**src/rtl/sync_handshake_src.sv**
```systemverilog
// Source-side controller for a toggle-handshake data crossing: accepts a word,
// loads the crossing register, toggles REQ_TOG and waits for the synchronised ACK_TOG.
module sync_handshake_src #(
  parameter int width       = 1,
  parameter int REQ_DELAY   = 1,
  parameter int SYNC_STAGES = 2,
  parameter int CNT_W       = 8
) (
  input  logic             CLK,
  input  logic             RST,
  input  logic             sEN,
  input  logic [width-1:0] sD_IN,
  output logic             sRDY,
  output logic             CR_EN,
  output logic [width-1:0] CR_D,
  output logic             REQ_TOG,
  input  logic             ACK_TOG,
  output logic             BUSY,
  output logic             OVF,
  output logic [CNT_W-1:0] XFER_CNT,
  output logic [1:0]       dbg_state
);

  typedef enum logic [1:0] {
    IDLE     = 2'd0,
    LOAD     = 2'd1,
    WAIT_ACK = 2'd2
  } state_t;

  localparam logic [3:0] DLY_INIT = 4'(REQ_DELAY - 1);

  state_t                 state, state_nxt;
  logic [3:0]             dly, dly_nxt;
  logic                   req_nxt;
  logic                   done;
  logic [SYNC_STAGES-1:0] ack_sync;
  logic                   ack_s;

  // Handshake: a word moves on any edge where sEN and sRDY are both high;
  // sRDY depends only on registered state, never on sEN.
  assign sRDY      = (state == IDLE);
  assign BUSY      = ~sRDY;
  assign CR_EN     = sEN & sRDY;
  assign CR_D      = sD_IN;
  assign dbg_state = state;
  assign ack_s     = ack_sync[SYNC_STAGES-1];

  always_ff @(posedge CLK or posedge RST) begin
    if (RST) begin
      ack_sync <= '0;
    end else begin
      ack_sync <= {ack_sync[SYNC_STAGES-2:0], ACK_TOG};
    end
  end

  always_comb begin
    state_nxt = state;
    dly_nxt   = dly;
    req_nxt   = REQ_TOG;
    done      = 1'b0;
    case (state)
      IDLE: begin
        if (sEN) begin
          state_nxt = LOAD;
          dly_nxt   = DLY_INIT;
        end
      end
      LOAD: begin
        // The crossing register settles before the destination may look at it.
        if (dly == 4'd0) begin
          req_nxt   = ~REQ_TOG;
          state_nxt = WAIT_ACK;
        end else begin
          dly_nxt = dly - 4'd1;
        end
      end
      WAIT_ACK: begin
        if (ack_s == REQ_TOG) begin
          state_nxt = IDLE;
          done      = 1'b1;
        end
      end
      default: state_nxt = IDLE;
    endcase
  end

  always_ff @(posedge CLK or posedge RST) begin
    if (RST) begin
      state    <= IDLE;
      dly      <= 4'd0;
      REQ_TOG  <= 1'b0;
      OVF      <= 1'b0;
      XFER_CNT <= '0;
    end else begin
      state   <= state_nxt;
      dly     <= dly_nxt;
      REQ_TOG <= req_nxt;
      if (sEN && !sRDY) begin
        OVF <= 1'b1;
      end
      if (done) begin
        XFER_CNT <= XFER_CNT + CNT_W'(1);
      end
    end
  end

endmodule

```
**config.mk**
```make
export PLATFORM = sky130hd
export DESIGN_NAME = sync_handshake_src
export DESIGN_NICKNAME = d
export VERILOG_FILES = /design/src/rtl/sync_handshake_src.sv
export SDC_FILE = /design/constraint.sdc
export NUM_CORES = 1
export LEC_CHECK = 0
export CAP_MARGIN = 10
export CORE_ASPECT_RATIO = 1.25
export CORE_MARGIN = 1
export CORE_UTILIZATION = 40
export DETAILED_ROUTE_END_ITERATION = 8
export PLACE_DENSITY = 0.68
export RECOVER_POWER = 50
export SETUP_SLACK_MARGIN = 0.15
export SYNTH_ARGS = -nofsm -noshare
export SYNTH_HDL_FRONTEND = slang
export SYNTH_SLANG_ARGS = --single-unit
export TNS_END_PERCENT = 10
```
**constraint.sdc**
```tcl
create_clock -name CLK -period 3.3 [get_ports CLK]
set_input_delay 0.825 -clock CLK [delete_from_list [all_inputs] [get_ports CLK]]
set_output_delay 0.825 -clock CLK [all_outputs]
set_load 0.02 [all_outputs]
```
# After elaboration in Yosys (flattened, before gate mapping)

Cells that the tools add are included.

Add/sub/neg operators: 2
Multipliers: 0
Divide/modulo/power cells: 0
$lt $le $gt $ge: 0
Equality and inequality tests: 7
Shifts and indexed selects: 0
Muxes and demuxes: 9
Bitwise logic cells: 3
Reduce and logical (&&, ||, !) cells: 8

Operators with widths:

| cell                | count |
|---|---|
| $add 8x1->8 const B | 1 |
| $mux 4              | 2 |
| $ne 2x2->1 const B  | 4 |
| $pmux 4 s2          | 1 |
| $mux 2              | 3 |
| $pmux 2 s3          | 1 |
| $reduce_and 3->1    | 2 |
| $logic_not 4->1     | 1 |
| $sub 4x1->4 const B | 1 |
| $eq 2x1->1 const B  | 1 |
| $eq 2x2->1 const B  | 1 |
| $logic_not 2->1     | 1 |
| $mux 1              | 2 |
| $not 1->1           | 2 |
| $reduce_and 2->1    | 1 |
| $reduce_bool 2->1   | 1 |
| $and 1x1->1         | 1 |
| $eq 1x1->1          | 1 |
| $logic_and 1x1->1   | 1 |
| $logic_not 1->1     | 1 |

Register bits: 18
Latch bits: 0
Bits in writable memories: 0
Memory bits (read-only): 0
Output and inout port bits: 16
Word-level logic and storage cells: 35
Memories kept: 0

# Depth between registers and ports, before layout

Gate-level depths: netlist (run 1).

Depth in word-level cells: 3
Gate-level depth with buffers: 5
Mapped depth without buffers: 5

# Worst setup path before layout (run 1)

Ideal clock, no wire load.

Kind: register to output
From: register state[0] (netlist: dbg_state[0])
To: output CR_EN
Arrival: 1.459 ns
Slack: 1.016 ns
Cell stages (with the launch flop): 5
Cells stage by stage: dfrtp_1 -> buf_2 -> or2_2 -> inv_1 -> and2_1

Word-level cells in the longest chain between the ends: 2

Ends and longest elaborated chain:

| item                   | line | RTL |
|---|---|---|
| from (decl)            | 32   | `state_t state, state_nxt;` |
| from (signal assigned) | 95   | `state <= state_nxt;` |
| $logic_not 2->1        | 41   | `assign sRDY = (state == IDLE);` |
| via sRDY               | 13   | `output logic sRDY,` |
| $and 1x1->1            | 43   | `assign CR_EN = sEN & sRDY;` |
| to (decl)              | 14   | `output logic CR_EN,` |

The timed path passes the listed nets, and every way through them passes these cells.

# Final worst setup path (run 1)

From: input sEN
To: output CR_EN

Word-level cells in the longest chain between the ends: 1

Ends and longest elaborated chain:

| item        | line | RTL |
|---|---|---|
| from (decl) | 11   | `input logic sEN,` |
| $and 1x1->1 | 43   |  |

Every way passes these cells.

==> flow_summary_export.csv, run 1 <==
group,metric,value,unit
outcome,status,"finished with violations",
outcome,violations,"DRC",
worst_setup_path,crit_required,2.47,ns
yosys,yosysTopAreaCell,"dfrtp_1",
finish,design_area,0.00109,mm²
grt,antenna_found_initial,0,
sta,setup-tns-final,0,ns
sta,fmax,340,MHz
finish,diodes,0,
worst_setup_path,cp_slowest_cell,"clkdlybuf4s50_1",
placement,gp_congestion,0.745,
yosys,synthCells,79,
route,via_count,643,
finish,syn_to_final_growth,25.5,%
pwr,power_frac_clock,0.145,
finish,nNetsFinal,107,
route,viasPerCell,5.40,
clock_network,hold_buffers,0,
yosys,ys_warn_count,0,
clock_network,htreeDepth,1,
worst_setup_path,cpPeakStageDelay,0.60,ns
worst_setup_path,reg2regPathDepth,5,
clock_network,clkTransAtPathRegs,0.10,ns
sta,finalClockSkew,0.00225,ns
floorplanning,die_y,54.2,µm
yosys,synth_seq_area_share,0.516,
hold_path,hp-class,"flip-flop to flip-flop",
grt,grt_max_degree,19,
placement,port_buffers,18,
grt,grt_use_met1,0.178,
grt,grt_pass1_vias,621,
worst_setup_path,start_kind,"primary input",
sta,relSlewSlack,0.557,
route,wirelength,1510,µm
yosys,ys_seq_elements,18,
sta,slew_violations,0,
yosys,netlist_area,872,µm²
worst_setup_path,cp-end-kind,"output port",
sta,hold_ws,0.361,ns
hold_path,hold_path_depth,0,
worst_setup_path,arrival,2.11,ns
floorplanning,die_area,0.00237,mm²
clock_network,postCtsSetupRepairBufs,0,
finish,fin_cells,119,
grt,grtUsageTotal,0.157,
placement,pre_cts_slack,0.437,ns
route,drc_errors,3,
worst_setup_path,critPathKind,"primary input to output port",
sta,setup_viol,0,
clock_network,cts_sinks,18,
route,drt_first_pass_iters,7,
grt,grt.busiest_layer,"met2",
route,routedWlPerCell,12.7,µm
sta,min_period_over_period,0.890,
clock_network,clk-insertion-delay-late,0.29,ns
floorplanning,die_w,43.8,µm
clock_network,ctsResizeCount,0,
pwr,p_per_area,843,mW/mm²
pwr,leakage,0.494,nW
floorplanning,fp.coreArea,0.00200,mm²
sta,tightest_slew,0.664,ns
finish,mostFrequentLayoutCell,"dfrtp_1",
clock_network,cts_tree,"done",
placement,placedCellCount,115,
worst_setup_path,crit_chain,"dlygate4sd3_1 -> and2_1 -> clkdlybuf4s50_1",
yosys,ys_types,33,
worst_setup_path,cp_max_fo,3,
sta,grt_setup_unrepaired,"false",
sta,fin_ws,0.363,ns
sta,finalHoldViolations,0,
pwr,power_frac_comb,0.448,
floorplanning,row_count,18,
pwr,peakVddDrop,0.517,mV
yosys,synthDominantCellAreaShare,0.516,
pwr,netSwitchingFraction,0.403,
grt,grt_util_met3,0.0403,
pwr,p_int,0.551,mW
flow_run,cap_viol_max_count,0,
grt,grt_pass1_wl,2620,µm
placement,place_area,0.00106,mm²
finish,post-route-util,0.546,
route,postRouteAntennaNets,0,
placement,place.detailed.hpwl,1130,µm
floorplanning,initial_core_util,0.435,
grt,grt_overflow,0,
yosys,syn_area_per_cell,11.0,µm²
floorplanning,ios,21,
yosys,synth_nets,86,
yosys,yosys-top-cells-area,"dfrtp_1, xor2_1, nand3_1",
pwr,design_power_total,0.923,mW
clock_network,cts_buffers,3,
finish,final_cell_mix,"dfrtp_1, clkdlybuf4s50_1, nand3_1, xor2_1, inv_1",
sta,period_needed,2.94,ns
route,drt_iter0_drc,8,
pwr,p_sw,0.372,mW
clock_network,ctsLongestPathBuffers,2,
pwr,power_frac_seq,0.407,
clock_network,clockRootBuffer,"clkbuf_4",
finish,drive_above_1_share,0.0707,
grt,met2_usage,0.264,
==> logic make-up (layout without fill, tap and decap cells) <==
group | count (synthesis) | after routing | synth area share
compound gates | 8 | 8 | 0.0559
xor+xnor | 10 | 10 | 0.109
flops | 18 | 18 | 0.516
fa+ha+maj | 2 | 2 | 0.0287
mux | 1 | 1 | 0.0172
buf+inv | 7 | 27 | 0.0359
simple gates | 33 | 33 | 0.237
==> cell usage after synthesis (all sizes together) <==
| master | n |
|---|---|
| a21o | 1 |
| a21oi | 1 |
| and2 | 1 |
| and4 | 1 |
| and4b | 1 |
| buf | 2 |
| dfrtp | 18 |
| ha | 2 |
| inv | 5 |
| mux2 | 1 |
| nand2 | 4 |
| nand2b | 2 |
| nand3 | 8 |
| nand3b | 1 |
| nand4 | 1 |
| nand4b | 1 |
| nor2 | 2 |
| nor2b | 1 |
| nor3 | 4 |
| nor3b | 1 |
| nor4bb | 1 |
| o21ai | 4 |
| o21bai | 1 |
| o31a | 1 |
| or2 | 1 |
| or3 | 1 |
| or4b | 2 |
| xnor2 | 4 |
| xor2 | 6 |
==> state kept, by name, summed over array words and instances, names as in the netlist <==
signal / count
XFER_CNT: 8
dly: 4
REQ_TOG: 1
OVF: 1
ack_sync: 2
dbg_state: 2
==> power by group through the flow <==
| stage | Clock [mW] | Combinational [mW] | Sequential [mW] |
|---|---|---|---|
| 2_1_floorplan | 0 | 0.245 | 0.395 |
| 6_report | 0.134 | 0.414 | 0.376 |
| 5_1_grt | 0.149 | 0.456 | 0.391 |
| 3_3_place_gp | 0 | 0.414 | 0.379 |
| 4_1_cts | 0.138 | 0.429 | 0.375 |
| 3_5_place_dp | 0 | 0.426 | 0.380 |
==> critical path, delay by kind of cell <==
family | cells | cell delay [ns]
simple gates | 1 | 0.13
buf+inv | 2 | 1.16
==> layout make-up <==
class                           instances  area, µm²
Clock buffer                            4       36.3
Fill cell                             177        910
Inverter                                5       18.8
Multi-Input combinational cell         54        384
Sequential cell                        18        450
Tap cell                               20       25.0
Timing Repair Buffer                   18        180
==> worst paths after layout <==
check | endpoint | slack (ns) | startpoint
setup / recovery | CR_EN | 0.36 | sEN
hold / removal | ack_sync[1] | 0.36 | ack_sync[0]
setup reg to reg | dly[1] | 1.75 | dly[0]
hold reg to reg | ack_sync[1] | 0.36 | ack_sync[0]
max in group asynchronous | XFER_CNT[0] | 1.81 | RST
min in group asynchronous | XFER_CNT[7] | 1.06 | RST
==> layer usage <==
| metal | vias to the layer above | share of wire |
|---|---|---|
| met3 | 2 | 0.032 |
| li1 | 313 | - |
| met4 | 0 | 0.0059 |
| met2 | 12 | 0.49 |
| met1 | 316 | 0.47 |
| met5 | - | 0 |
Power figures use the tool's default switching activity.
==> run 2: changes to the inputs <==
--- a/config.mk
+++ b/config.mk
@@ -12,7 +12,7 @@
 export DETAILED_ROUTE_END_ITERATION = 8
 export PLACE_DENSITY = 0.68
 export RECOVER_POWER = 50
-export SETUP_SLACK_MARGIN = 0.15
+export SETUP_SLACK_MARGIN = 0.1
 export SYNTH_ARGS = -nofsm -noshare
 export SYNTH_HDL_FRONTEND = slang
 export SYNTH_SLANG_ARGS = --single-unit
==> results of run 2 <==
Same layout as run 1: the final DEF is identical, and so are final timing and power.
==> RTL change 1, RTL diff (config.mk and constraints of run 2) <==
Change the parameter `SYNC_STAGES` from 2 to 4.
--- a/src/rtl/sync_handshake_src.sv
+++ b/src/rtl/sync_handshake_src.sv
@@ -3,7 +3,7 @@
 module sync_handshake_src #(
   parameter int width       = 1,
   parameter int REQ_DELAY   = 1,
-  parameter int SYNC_STAGES = 2,
+  parameter int SYNC_STAGES = 4,
   parameter int CNT_W       = 8
 ) (
   input  logic             CLK,
Check against the original RTL: not equivalent (a bounded check fails within 4 cycles, from zero or initial values and one cycle with RST high).
==> RTL change 1 against run 2 <==
Worst setup slack got worse by 0.012 ns. Critical path type unchanged. Critical endpoint unchanged. Highest routed layer unchanged. Largest power group unchanged. Area after synthesis increased by 2.6%. Synthesized cell count unchanged. Total power is 7.1% higher. Largest cell class unchanged. Routed wire length increased by 0.26%. Design area increased by 5.3%. Via count is 1.2% lower. Sequential cell count grew 2. Clock power is 47% higher. Sequential power rose by 5%.
==> RTL change 1: results <==
[layout]
top_regs = XFER_CNT: 8 flops, ack_sync: 4 flops, dly: 4 flops
drive_above_1_share_pct = 6.061
nets = 107
antenna_cells = 0

[placed_design]
io_buffers = 18
place_congestion = 0.7698
post-dp-hpwl_mm = 1.124

[drt]
drtIter0Drc = 4
routed_wl_mm = 1.517
dr.pass1.iters = 3
vias_per_cell = 4.922

[global_routing]
track_usage_pct = 15.09
antenna_found_initial = 0
grt_max_degree = 21
grt_pass1_wl_mm = 2.587
first_global_vias = 572

[clock_network]
clk_pin_slew_ns = 0.11
cts_setup_buffers = 0
cts_buffers = 3
clock_path_buffers = 2
root_buffer = clkbuf_4
post_cts_resized = 0
htree_levels = 1

[yosys]
synth_nets = 86
ys.flop_type = dfrtp_1
async_reset_ff_share_pct = 100.0
synth-seq-area-share_pct = 55.94
ys_top_cells_by_count = dfrtp_1 (20), nand3_1 (6), nand2_1 (5), xnor2_1 (5), xor2_1 (5)
synth.area.top_cells = dfrtp_1 (56%), xnor2_1 (4.9%), xor2_1 (4.9%), nand3_1 (3.4%), ha_1 (2.8%)
ys_warn_count = 0
yosysUniqueCellTypes = 31

[setup_path]
reg2regPathDepth = 5
r2r_setup_slack_ns = 1.60
slowest_delay_ns = 0.60
cp_top_family = buffers and inverters
r2r_start = dly[0]
crit_arrival_ns = 2.12
crit_slowest_cell = clkdlybuf4s50_1
reg2reg_to = REQ_TOG
crit_fanout = 3

[outcome]
status = completed

[timing]
finalSetupTns_ns = 0
max-slew-margin-rel_pct = 51.88
clock_skew_ns = 0.004431
whs_ns = 0.3620

[power]
p_leak_nw = 0.5179
peakVddDrop_v = 0.0004482
switching_share_pct = 36.57
p_seq_share_pct = 39.8
p_comb_mw = 0.398

[hold_path]
hold_path_end = ack_sync[3]
hold_depth = 0
hp-class = reg -> reg
min_from = ack_sync[2]

[job]
maxCapViolations = 0
RTL change 1: layout make-up:
| class | count | area [um2] |
|---|---|---|
| clock inverters | 1 | 30.03 |
| fillers | 183 | 897.1 |
| inverters | 4 | 15.01 |
| clock buffers | 3 | 22.52 |
| repair buffers | 18 | 180.2 |
| well taps | 30 | 37.54 |
| multi-input cells | 53 | 366.6 |
| flip-flops and latches | 20 | 500.5 |
RTL change 1: worst max-delay path by stage:
stage	start	end	slack, ns	cells past startpoint
floorplan	dbg_state[0]	CR_EN	1.04	4
global placement	sEN	CR_EN	0.44	3
detailed placement	sEN	CR_EN	0.42	3
CTS	sEN	CR_EN	0.42	3
global route	sEN	CR_EN	0.30	3
finish	sEN	CR_EN	0.35	3
RTL change 1: logic make-up (layout without fill, tap and decap cells):
group / after synthesis / count (layout) / synth area share, %
mux: 1 / 1 / 1.259
fa+ha+maj: 2 / 2 / 2.797
simple gates: 32 / 32 / 21.68
xor+xnor: 10 / 10 / 9.790
flops: 20 / 20 / 55.94
buf+inv: 6 / 26 / 3.076
compound gates: 8 / 8 / 5.454
RTL change 1: through the flow:
step	std cells	total power, mW	cell area, um2	setup WS, ns
after floorplan	79	0.6408	894.6	1.036
after global placement	125	0.7917	1100	0.4412
final	129	0.9881	1152	0.3509
after global routing	129	1.064	1152	0.3048
after detailed placement	125	0.8046	1100	0.4173
after CTS	129	1.006	1152	0.4178
RTL change 1: metal layers:
metal | GRT usage (%) | vias up | part of all wire (%)
li1 | - | 312 | -
met1 | 18.67 | 308 | 47
met2 | 24.26 | 13 | 49
met3 | 3.960 | 2 | 3.2
met4 | 7.576 | 0 | 0.99
met5 | 0 | - | 0
==> RTL change 2, RTL diff (config.mk and constraints of run 2) <==
Made on the original files. Put one more register stage on the output `XFER_CNT`, without a reset. The value now appears one clock later. The other outputs are not delayed to match.
--- a/src/rtl/sync_handshake_src.sv
+++ b/src/rtl/sync_handshake_src.sv
@@ -28,6 +28,8 @@
   } state_t;
 
   localparam logic [3:0] DLY_INIT = 4'(REQ_DELAY - 1);
+
+  logic [CNT_W-1:0] XFER_CNT_s0;
 
   state_t                 state, state_nxt;
   logic [3:0]             dly, dly_nxt;
@@ -90,7 +92,7 @@
       dly      <= 4'd0;
       REQ_TOG  <= 1'b0;
       OVF      <= 1'b0;
-      XFER_CNT <= '0;
+      XFER_CNT_s0 <= '0;
     end else begin
       state   <= state_nxt;
       dly     <= dly_nxt;
@@ -99,10 +101,14 @@
         OVF <= 1'b1;
       end
       if (done) begin
-        XFER_CNT <= XFER_CNT + CNT_W'(1);
+        XFER_CNT_s0 <= XFER_CNT_s0 + CNT_W'(1);
       end
     end
   end
 
+  always_ff @(posedge CLK) begin
+    XFER_CNT <= XFER_CNT_s0;
+  end
+
 endmodule
 
Formal check against the unedited RTL: not equivalent (a bounded check fails within 4 cycles, from zero or initial values and one cycle with RST high).
==> RTL change 2 against run 2 <==
Sequential share of layout area increased by 7.8 points. Global-route usage decreased by 1.0 points. Worst setup slack improved by 0.077 ns. Total power increased by 9.0%. Sequential cell count increased by 8. Non-clock buffer count unchanged. Routed wire length increased by 4.6%. Area after synthesis increased by 16%. Hold slack improved by 0.0075 ns. Design area increased by 14%. Largest cell class unchanged. Largest power group is now registers.
==> RTL change 2: results <==
[outcome]
status = completed

[placed_design]
pre_cts_ws_ns = 0.4391
dp.cells = 135
place_congestion = 0.7168
post-dp-hpwl_mm = 1.171

[yosys]
synth_nets = 93
synth_mux_area_share_pct = 1.111
synth_adder_area_share_pct = 2.469
syn_avg_cell_area_um2 = 11.78
yosysUniqueCellTypes = 32
yosys.area_share.xor_xnor_pct = 8.642
synth-compound-area-share_pct = 3.951
synth-seq-area-share_pct = 60.25
ys_top_cells_by_count = dfrtp_1 (18), dfxtp_1 (8), nand3_1 (6)

[power]
peakVddDrop_v = 0.0004238
p_leak_nw = 0.5535

[timing]
max-slew-margin-rel_pct = 54.81
clock_skew_ns = 0.007299

[global_routing]
track_usage_pct = 14.68
grt_pass1_wl_mm = 2.925
first_global_vias = 707

[layout]
top_regs = XFER_CNT: 8 flops, XFER_CNT_s0: 8 flops, dly: 4 flops
nets = 114
syn_to_final_growth_pct = 23.21
instances_no_fill = 139
drive_above_1_share_pct = 7.547

[clock_network]
insertion_delay_ns = 0.31
clk_pin_slew_ns = 0.13

[drt]
dr.pass1.iters = 4
wl_per_cell_um = 11.38
drtIter0Drc = 6
[RTL change 2: logic make-up (layout without fill, tap and decap cells)]
family          Yosys count  in the layout
xor+xnor                 10             10
buf+inv                   7             27
mux                       1              1
fa+ha+maj                 2              2
simple gates             33             33
compound gates            7              7
flops                    26             26
[RTL change 2: area by class of cell]
class | instances | share of cell area, %
clock buffers | 4 | 2.104
inverters | 5 | 1.503
multi-input cells | 53 | 29.76
flip-flops and latches | 26 | 48.90
well taps | 33 | 3.307
repair buffers | 18 | 14.43
[RTL change 2: how the worst max path moves through the flow]
stage	cells past startpoint	to	slack (ns)
floorplan	4	CR_EN	1.04
global placement	3	CR_EN	0.44
CTS	3	CR_EN	0.43
finish	3	CR_EN	0.44
detailed placement	3	CR_EN	0.44
global route	4	CR_EN	0.39
[RTL change 2: through the flow]
stage / hold WS (ns) / power, mW
finish: 0.3689 / 1.006
global route: 0.3859 / 1.092
CTS: 0.3754 / 1.024
detailed placement: 0.3373 / 0.8887
global placement: 0.3358 / 0.8715
floorplan: 0.3312 / 0.7282
[RTL change 2: worst max-delay path: stages]
cell and delay (ns):
clkdlybuf4s50_1 0.49, and2_1 0.13, clkdlybuf4s50_1 0.59
[RTL change 2: layer usage]
layer,track usage (%),vias up,share of wire (%)
li1,-,329,-
met3,3.115,2,4.2
met5,0,-,0
met2,24.40,14,49
met4,6.122,0,0.76
met1,17.85,321,46
[RTL change 2: power breakdown]
group	switching (mW)	internal [mW]
Sequential	0.0831	0.392
Combinational	0.199	0.200
Clock	0.0852	0.0471
Total	0.367	0.639
